`src/rtl/lpddr2_pkg.sv`:
```
// Shared types and constants for the LPDDR2 memory-stage bridge.
package lpddr2_pkg;

  localparam int LPDDR2_ADDR_W = 27;
  localparam int LPDDR2_DATA_W = 32;
  localparam logic [31:0] LPDDR2_TIMEOUT_DATA = 32'hDEAD_BEEF;

  typedef enum logic [2:0] {
    IDLE,
    RD_CMD,
    RD_DATA,
    WR_CMD,
    DONE
  } lpddr2_state_t;

endpackage

```
`src/rtl/lpddr2_read_buffer.sv`:
```
// One-entry read buffer (valid, tag, data) used by lpddr2_bridge when
// LPDDR2_READ_BUFFER_EN is defined.
module lpddr2_read_buffer
  import lpddr2_pkg::*;
#(
  parameter int ADDR_W = LPDDR2_ADDR_W,
  parameter int DATA_W = LPDDR2_DATA_W
) (
  input  logic              clk,
  input  logic              rst,
  input  logic              i_fill,
  input  logic [ADDR_W-1:0] i_fill_addr,
  input  logic [DATA_W-1:0] i_fill_data,
  input  logic              i_wr_start,
  input  logic [ADDR_W-1:0] i_wr_addr,
  input  logic              i_flush,
  input  logic [ADDR_W-1:0] i_lookup_addr,
  output logic              o_hit,
  output logic [DATA_W-1:0] o_data
);

  logic              r_valid;
  logic [ADDR_W-1:0] r_tag;
  logic [DATA_W-1:0] r_data;

  always_ff @(posedge clk or negedge rst) begin
    if (!rst) begin
      r_valid <= 1'b0;
    end else if (i_flush) begin
      r_valid <= 1'b0;
    end else if (i_fill) begin
      r_valid <= 1'b1;
    end else if (i_wr_start && (i_wr_addr == r_tag)) begin
      r_valid <= 1'b0;
    end
  end

  // Tag and payload carry no reset; r_valid alone qualifies them.
  always_ff @(posedge clk) begin
    if (i_fill) begin
      r_tag  <= i_fill_addr;
      r_data <= i_fill_data;
    end
  end

  assign o_hit  = r_valid && (i_lookup_addr == r_tag);
  assign o_data = r_data;

endmodule

```
`src/rtl/lpddr2_bridge.sv`:
```
// Memory-stage to LPDDR2 Avalon-MM sequencer with stall and timeout watchdog.
// Define LPDDR2_READ_BUFFER_EN to add a one-entry read buffer.
module lpddr2_bridge
  import lpddr2_pkg::*;
#(
  parameter int ADDR_W  = LPDDR2_ADDR_W,
  parameter int DATA_W  = LPDDR2_DATA_W,
  parameter int TIMEOUT = 1023
) (
  input  logic                  clk,
  input  logic                  rst,
  input  logic [ADDR_W-1:0]     address,
  input  logic [DATA_W-1:0]     write_data,
  input  logic                  read_req,
  input  logic                  write_req,
  output logic [DATA_W-1:0]     read_data,
  output logic                  stall,
  output logic                  err,
  input  logic                  avl_ready,
  output logic [ADDR_W-1:0]     avl_addr,
  output logic [DATA_W-1:0]     avl_wdata,
  output logic [DATA_W/8-1:0]   avl_be,
  output logic                  avl_read,
  output logic                  avl_write,
  input  logic                  avl_waitrequest,
  input  logic [DATA_W-1:0]     avl_rdata,
  input  logic                  avl_rdata_valid
);

  localparam int CNT_W = (TIMEOUT < 2) ? 1 : $clog2(TIMEOUT + 1);
  localparam logic [CNT_W-1:0] CNT_MAX = CNT_W'(TIMEOUT);

  function automatic logic [CNT_W-1:0] f_sat_inc(input logic [CNT_W-1:0] v);
    return (v == CNT_MAX) ? v : v + CNT_W'(1);
  endfunction

  lpddr2_state_t     r_state;
  lpddr2_state_t     w_next;
  logic [ADDR_W-1:0] r_avl_addr;
  logic [DATA_W-1:0] r_avl_wdata;
  logic              r_avl_read;
  logic              r_avl_write;
  logic [DATA_W-1:0] r_read_data;
  logic              r_err;
  logic [CNT_W-1:0]  r_wd_cnt;

  logic w_busy;
  logic w_rd_acc;
  logic w_wr_acc;
  logic w_rd_done;
  logic w_timeout;
  logic w_to_take;
  logic w_start;
  logic w_wr_start;
  logic w_buf_hit;
  logic              w_hit;
  logic [DATA_W-1:0] w_buf_data;

  assign w_busy     = (r_state == RD_CMD) || (r_state == RD_DATA) || (r_state == WR_CMD);
  assign avl_read   = r_avl_read & avl_ready;
  assign avl_write  = r_avl_write & avl_ready;
  assign w_rd_acc   = (r_state == RD_CMD) && avl_read && !avl_waitrequest;
  assign w_wr_acc   = (r_state == WR_CMD) && avl_write && !avl_waitrequest;
  assign w_rd_done  = (r_state == RD_DATA) && avl_rdata_valid;
  assign w_timeout  = w_busy && (r_wd_cnt == CNT_MAX);
  // A command accepted or data returned on the deadline cycle still counts as progress.
  assign w_to_take  = w_timeout && !(w_rd_acc || w_wr_acc || w_rd_done);
  assign w_buf_hit  = (r_state == IDLE) && !write_req && read_req && w_hit;
  assign w_start    = (r_state == IDLE) && ((w_next == RD_CMD) || (w_next == WR_CMD));
  assign w_wr_start = (r_state == IDLE) && write_req;

`ifdef LPDDR2_READ_BUFFER_EN
  lpddr2_read_buffer #(
    .ADDR_W (ADDR_W),
    .DATA_W (DATA_W)
  ) u_read_buffer (
    .clk           (clk),
    .rst           (rst),
    .i_fill        (w_rd_done),
    .i_fill_addr   (r_avl_addr),
    .i_fill_data   (avl_rdata),
    .i_wr_start    (w_wr_start),
    .i_wr_addr     (address),
    .i_flush       (w_to_take),
    .i_lookup_addr (address),
    .o_hit         (w_hit),
    .o_data        (w_buf_data)
  );
`else
  assign w_hit      = 1'b0;
  assign w_buf_data = '0;
`endif

  always_comb begin
    w_next = r_state;
    case (r_state)
      IDLE: begin
        if (write_req) begin
          w_next = WR_CMD;
        end else if (read_req) begin
          w_next = w_buf_hit ? DONE : RD_CMD;
        end
      end
      RD_CMD: begin
        if (w_rd_acc) begin
          w_next = RD_DATA;
        end else if (w_to_take) begin
          w_next = DONE;
        end
      end
      RD_DATA: begin
        if (w_rd_done || w_to_take) begin
          w_next = DONE;
        end
      end
      WR_CMD: begin
        if (w_wr_acc || w_to_take) begin
          w_next = DONE;
        end
      end
      DONE:    w_next = IDLE;
      default: w_next = IDLE;
    endcase
  end

  always_ff @(posedge clk or negedge rst) begin
    if (!rst) begin
      r_state     <= IDLE;
      r_avl_addr  <= '0;
      r_avl_wdata <= '0;
      r_avl_read  <= 1'b0;
      r_avl_write <= 1'b0;
      r_read_data <= '0;
      r_err       <= 1'b0;
      r_wd_cnt    <= '0;
    end else begin
      r_state     <= w_next;
      r_avl_read  <= (w_next == RD_CMD);
      r_avl_write <= (w_next == WR_CMD);
      if (w_start) begin
        r_avl_addr  <= address;
        r_avl_wdata <= write_data;
        r_wd_cnt    <= '0;
      end else if (w_busy) begin
        r_wd_cnt <= f_sat_inc(r_wd_cnt);
      end
      if (w_to_take) begin
        r_err <= 1'b1;
      end
      if (w_rd_done) begin
        r_read_data <= avl_rdata;
      end else if (w_to_take && (r_state != WR_CMD)) begin
        r_read_data <= DATA_W'(LPDDR2_TIMEOUT_DATA);
      end else if (w_buf_hit) begin
        r_read_data <= w_buf_data;
      end
    end
  end

  // Combinational stall so the core freezes in the same cycle it raises a request.
  assign stall = w_busy || ((r_state == IDLE) && (read_req || write_req));

  assign read_data = r_read_data;
  assign err       = r_err;
  assign avl_addr  = r_avl_addr;
  assign avl_wdata = r_avl_wdata;
  assign avl_be    = '1;

endmodule

```
`config.mk`:
```
export PLATFORM = sky130hd
export DESIGN_NAME = lpddr2_bridge
export DESIGN_NICKNAME = d
export VERILOG_FILES = /design/src/rtl/lpddr2_pkg.sv /design/src/rtl/lpddr2_read_buffer.sv /design/src/rtl/lpddr2_bridge.sv
export SDC_FILE = /design/constraint.sdc
export NUM_CORES = 1
export LEC_CHECK = 0
export CAP_MARGIN = 20
export CORE_ASPECT_RATIO = 0.8
export CORE_MARGIN = 1
export CORE_UTILIZATION = 43
export CTS_BUF_LIST = sky130_fd_sc_hd__clkbuf_8
export CTS_CLUSTER_DIAMETER = 150
export DETAILED_ROUTE_END_ITERATION = 6
export PLACE_DENSITY = 0.91
export SYNTH_ARGS = -nofsm -noshare
export SYNTH_HDL_FRONTEND = slang
export SYNTH_SLANG_ARGS = --single-unit
```
`constraint.sdc`:
```
create_clock -name clk -period 2 [get_ports clk]
set_input_delay 0.2 -clock clk [delete_from_list [all_inputs] [get_ports clk]]
set_output_delay 0.2 -clock clk [all_outputs]
set_load 0.02 [all_outputs]
```
==> results of run 1 <==
## logic make-up (layout without fill, tap and decap cells)
kind of cell / count (synthesis) / count (layout) / synth area share
and+or+nand+nor: 289 / 289 / 0.2667
DFF: 107 / 107 / 0.6026
AOI/OAI and AO/OA: 55 / 55 / 0.07350
buffers and inverters: 32 / 225 / 0.03999
muxes: 5 / 5 / 0.01155
adders and majority gates: 1 / 1 / 0.002816
other: 1 / 4 / 0.0008440
xor gates and xnor gates: 1 / 1 / 0.001972
## metal layers
metal	part of all wire	vias up	global-route usage
met4	0.012	0	0.05662
li1	-	1943	-
met1	0.41	1951	0.2715
met5	0	-	0
met2	0.51	133	0.3832
met3	0.067	14	0.07068
## flip-flops by register name, indices dropped and copies added (netlist names)
register,flops
avl_wdata,32
err,1
r_state,3
read_data,32
r_avl_read,1
r_avl_write,1
avl_addr,27
r_wd_cnt,10
## synthesized netlist by cell type, types with 2 or more instances
cell type	instances	area share
a31o_2	2	0.0039
nor2b_1	4	0.0056
buf_1	3	0.0025
nor3_1	2	0.0023
nand3_1	3	0.0034
and3_1	3	0.0042
a31oi_1	2	0.0028
nand4_1	3	0.0042
o21ai_0	8	0.0090
or4_1	3	0.0051
buf_2	10	0.011
mux2i_1	4	0.0090
and2_1	3	0.0042
buf_6	3	0.0076
buf_4	6	0.010
o31ai_1	3	0.0051
a21oi_1	28	0.032
nand3b_1	2	0.0034
nand2_1	208	0.18
and4_4	2	0.0051
nor2_1	51	0.043
clkbuf_1	9	0.0076
dfrtp_1	107	0.60
## area by class of cell
type / count / area, um^2
timing repair buffer: 208 / 2091
tap: 136 / 170.2
fill: 775 / 3108
sequential: 107 / 2679
clock buffer: 10 / 137.6
multi-input combinational: 355 / 1612
clock inverter: 6 / 48.80
inverter: 1 / 3.754
## final timing paths
| check | slack (ns) | startpoint | depth (start not counted) | endpoint |
|---|---|---|---|---|
| max | 0.13 | r_wd_cnt[0] | 5 | r_wd_cnt[9] |
| min | 0.34 | rst | 2 | r_wd_cnt[8] |
| max reg2reg | 0.13 | r_wd_cnt[0] | 5 | r_wd_cnt[9] |
| min reg2reg | 0.48 | avl_wdata[31] | 2 | avl_wdata[31] |
| max in group asynchronous | 1.03 | rst | 3 | r_state[2] |
| min in group clk | 0.37 | write_data[30] | 3 | avl_wdata[30] |
## power groups by stage
stage                     registers [mW]  logic, mW  clock network [mW]
final                               3.70       5.21                1.24
after global placement              3.68       5.07                   0
after detailed placement            3.74       5.24                   0
after floorplan                     4.67       1.70                   0
after CTS                           3.71       5.24                1.28
after global routing                3.81       5.66                1.37
## what timing repair did
action / in CTS / in global routing
hold buffers: 1 / 0
resized for setup: 1 / 1
setup endpoints to repair: 1 / 2
setup buffers: 0 / 1
pin swaps: 0 / 0
endpoints found under the hold margin: 33 / 0
## through the flow
stage | instances | util | cell area, um^2 | hold WS (ns) | total power, mW
2_1_floorplan | 494 | - | 4454 | -0.09559 | 6.370
3_3_place_gp | 805 | 0.6637 | 6538 | 0.1909 | 8.748
3_5_place_dp | 805 | 0.6637 | 6538 | 0.1945 | 8.980
4_1_cts | 822 | 0.6836 | 6733 | 0.3424 | 10.23
5_1_grt | 823 | 0.6845 | 6741 | 0.3224 | 10.84
6_report | 823 | 0.6845 | 6741 | 0.3441 | 10.14
## worst register-to-register path: cells and delay by family, from the launching register on
family | cells | cell delay (ns)
AO/OA/AOI/OAI | 2 | 0.45
adder cells (fa/ha/maj) | 1 | 0.24
AND/OR/NAND/NOR | 2 | 0.69
flip-flops | 1 | 0.42
==> impl_metrics.toml, run 1 <==
[floorplan]
io_pins = 197
die_width_um = 115.6
row_count = 32
start_util = 0.4511
die_h_um = 92.92
dieArea_um2 = 10750
core-area_um2 = 9849

[power]
power.density_nw_per_um2 = 1504
intPower_mw = 6.006
swShare = 0.4077
p_sw_mw = 4.134
clkPwrFrac = 0.122
combPwrFrac = 0.513
leakage_nw = 3.122
p_seq_frac = 0.365
ir_drop_uv = 897.7

[setup_path]
path_buf_inv = 0
worst_setup_path_start_kind = "register"
crit_fanout = 7
crit_type = "reg -> reg"
cp_slowest_cell = "or4_1"
path_cells = "ha_1 -> and4_4 -> a31o_2 -> or4_1 -> a21oi_1"
critical_path.top_delay_family = "simple AND/OR/NAND/NOR gates"
worstPathArrival_ns = 2.14
critical-path-max-stage-delay_ns = 0.47
required_ns = 2.27
cp-end-kind = "register"

[synth]
yosysWarnings = 0
yosys_most_used_dff = "dfrtp_1"
synth-edff-count = 0
syn_area_per_cell_um2 = 9.049
synth-seq-cells = 107
yosysUniqueCellTypes = 45
syn-cell-area_um2 = 4443
async_reset_ff_frac = 1.000
ys_seq_area_frac = 0.6026
netlist_instances = 491

[detailed_routing]
drc = 0
wl_per_cell_um = 14.13
ant_nets = 0
drt_iter0_drc = 171
dr_total_vias = 4041
dr.pass1.iters = 4
viasPerCell = 4.910
wl_mm = 11.63

[sta]
period_share = 0.9338
rsz0062_at_grt = "no"
maxSlewViolCount = 0
timing.fmax_ghz = 0.5354
hold_viol = 0
setup_ws_ns = 0.1323
finalSetupTns_ns = 0
fin_crit_ns = 1.868
finClkSkew_ns = 0.01039
finalSetupViolCount = 0

[clock_tree]
worstSkewPairLatency_ns = 0.35
cts_buffers = 9
cts_sinks = 107
path_clk_slew_ns = 0.10
clk_path_buf_depth = 2
htree_levels = 3
cts_tree = "built"
root_buffer = "clkbuf_8"

[placement]
port_buffers = 192
hpwlAfterDp_mm = 8.581
place_congestion = 0.8146
pre_cts_ws_ns = 0.07713

[layout]
diodes = 0
final_common_cell = "nand2_1"
drive_above_1_share = 0.05968
syn_to_final_growth_pct = 51.73
final_nets = 781
mostFrequentLayoutCells = "nand2_1, clkdlybuf4s50_1, dfrtp_1"

[global_route]
grt_overflow = 0
grt_usage = 0.2232
grt_pass1_wl_mm = 18.83
grt_max_degree = 68
grt_pass1_vias = 3942
antenna_found_initial = 0

[worst_hold_path]
hp-class = "in -> async"

[status]
status = "complete, no violations"

[run]
maxCapViolCount = 0
No activity file was read; power rests on OpenSTA's default activity.
==> run 2, diff against run 1 <==
ABC_AREA = 1   (was unset)
==> impl_metrics.toml, run 2 <==
[global_route]
grt_pass1_vias = 4143
antenna_found_initial = 0
grt_pass1_wl_mm = 19.24
grt_max_degree = 67
grt_overflow = 0
grt_usage = 0.2293

[setup_path]
crit_fanout = 4
path_cells = "nor2_2 -> o211a_2 -> inv_2 -> nand2_1 -> clkdlybuf4s15_1"
path_buf_inv = 2
crit_type = "reg -> out"
worst_setup_path_start_kind = "register"
cp-end-kind = "output port"
critical-path-max-stage-delay_ns = 0.43
cp_slowest_cell = "dfrtp_1"
required_ns = 1.80
worstPathArrival_ns = 1.68
critical_path.top_delay_family = "flip-flops"

[power]
p_sw_mw = 4.320
power.density_nw_per_um2 = 1557
leakage_nw = 3.264
p_seq_frac = 0.354
intPower_mw = 6.284
ir_drop_uv = 892.1
clkPwrFrac = 0.136
swShare = 0.4074
finalPower_mw = 10.60
combPwrFrac = 0.510

[synth]
yosysWarnings = 0
yosysUniqueCellTypes = 32
yosys_most_used_dff = "dfrtp_1"
synth-seq-cells = 107
syn-cell-area_um2 = 4487
ys_top_cells_by_area = "dfrtp_1, nand2_1, nor2_1, inv_1, nand3_1"
ys_seq_area_frac = 0.5968
syn_area_per_cell_um2 = 8.387
netlist_instances = 535
synth_most_common_cell = "nand2_1"
synthTopCellsByCount = "nand2_1, dfrtp_1, nor2_1"
synth.top_cell.area_share = 0.5968
synth-edff-count = 0
synth_top_area_cell = "dfrtp_1"
async_reset_ff_frac = 1.000

[sta]
finalSetupTns_ns = 0
timing.fmax_ghz = 0.5313
hold_viol = 0
period_share = 0.9412
hold_slack_ns = 0.3639
setup_ws_ns = 0.1177
worstMarginPinSlew_ns = 0.5546
maxSlewViolCount = 0
fin_crit_ns = 1.882
rsz0062_at_grt = "no"
finClkSkew_ns = 0.008907
relSlewSlack = 0.6302
finalSetupViolCount = 0

[layout]
multi_input_area_um2 = 1617
drive_above_1_share = 0.06139
diodes = 0
final_common_cell = "nand2_1"
final-seq-area_um2 = 2678
n_fill_cell = 720
instances_no_fill = 869
mostFrequentLayoutCells = "nand2_1, clkdlybuf4s50_1, dfrtp_1"
final_util = 0.6889
syn_to_final_growth_pct = 51.84
final_nets = 829
final_area_um2 = 6813

[placement]
hpwlAfterDp_mm = 8.586
placed_cells = 854
pre_cts_ws_ns = 0.1302
port_buffers = 192
place_congestion = 0.9339
placed_cell_area_um2 = 6586

[clock_tree]
root_buffer = "clkbuf_8"
cts_sinks = 107
worstSkewPairLatency_ns = 0.36
clk_path_buf_depth = 2
cts_tree = "built"
cts_buffers = 9
htree_levels = 3
path_clk_slew_ns = 0.10

[floorplan]
io_pins = 197
die_h_um = 93.37
core-area_um2 = 9889
row_count = 32
die_width_um = 116.2
dieArea_um2 = 10850
start_util = 0.4537

[run]
maxCapViolCount = 0

[detailed_routing]
viasPerCell = 4.794
dr_total_vias = 4166
dr.pass1.iters = 4
wl_mm = 11.70
drt_iter0_drc = 242
ant_nets = 0
wl_per_cell_um = 13.47
drc = 0

[worst_hold_path]
hp-class = "in -> reg"

[status]
status = "complete, no violations"
## run 2: changes by cell type after synthesis, sizes merged, moves of 5 or more
cell / delta
nor2: +50
nand2: +34
nand3: +8
buf: -7
xor2: +5
inv: +19
a21oi: -25
## run 2: routing by layer
layer	global-route usage	vias to the layer above	routed length (um)
met5	0	-	0
li1	-	2004	-
met2	0.3844	185	5434
met1	0.2879	1965	5077
met4	0.05128	0	120
met3	0.07518	12	1071
## run 2: path summary, 6_finish.rpt
| path | cells past startpoint | from | end | slack [ns] |
|---|---|---|---|---|
| max in group asynchronous | 3 | rst | avl_addr[6] | 0.92 |
| min | 3 | write_data[26] | avl_wdata[26] | 0.36 |
| min in group asynchronous | 2 | rst | read_data[8] | 0.37 |
| max reg2reg | 9 | r_wd_cnt[0] | r_wd_cnt[4] | 0.25 |
| max | 5 | r_state[2] | stall | 0.12 |
| min reg2reg | 2 | err | err | 0.47 |
## run 2: tightest hold or removal path: cells and delay by family
kind,cells,cell delay [ns]
buf+inv,1,0.39
simple gates,2,0.11
## run 2: logic make-up after synthesis
family,share of synthesized area
buf+inv,0.04601
compound gates,0.02036
other cells,0.0008358
xor+xnor,0.01171
simple gates,0.3215
flops,0.5968
fa+ha+maj,0.002788
## run 2: layout make-up
class / instances / share of cell area
Multi-Input combinational cell: 388 / 0.2373
Inverter: 21 / 0.01175
Clock inverter: 4 / 0.01120
Sequential cell: 107 / 0.3930
Timing Repair Buffer: 203 / 0.3016
Clock buffer: 10 / 0.02020
Tap cell: 136 / 0.02498
## run 2: power groups by stage
stage / Clock [mW] / Sequential (mW) / Combinational (mW)
global route: 1.57 / 3.86 / 5.93
finish: 1.44 / 3.75 / 5.41
CTS: 1.48 / 3.75 / 5.47
global placement: 0 / 3.73 / 5.27
floorplan: 0 / 4.78 / 1.75
detailed placement: 0 / 3.76 / 5.47
## run 2: what timing repair did
item,CTS,global route
hold endpoints to repair,41,0
endpoints found under the setup margin,1,1
setup buffers,0,0
hold buffers,1,0
gates resized for setup,2,1
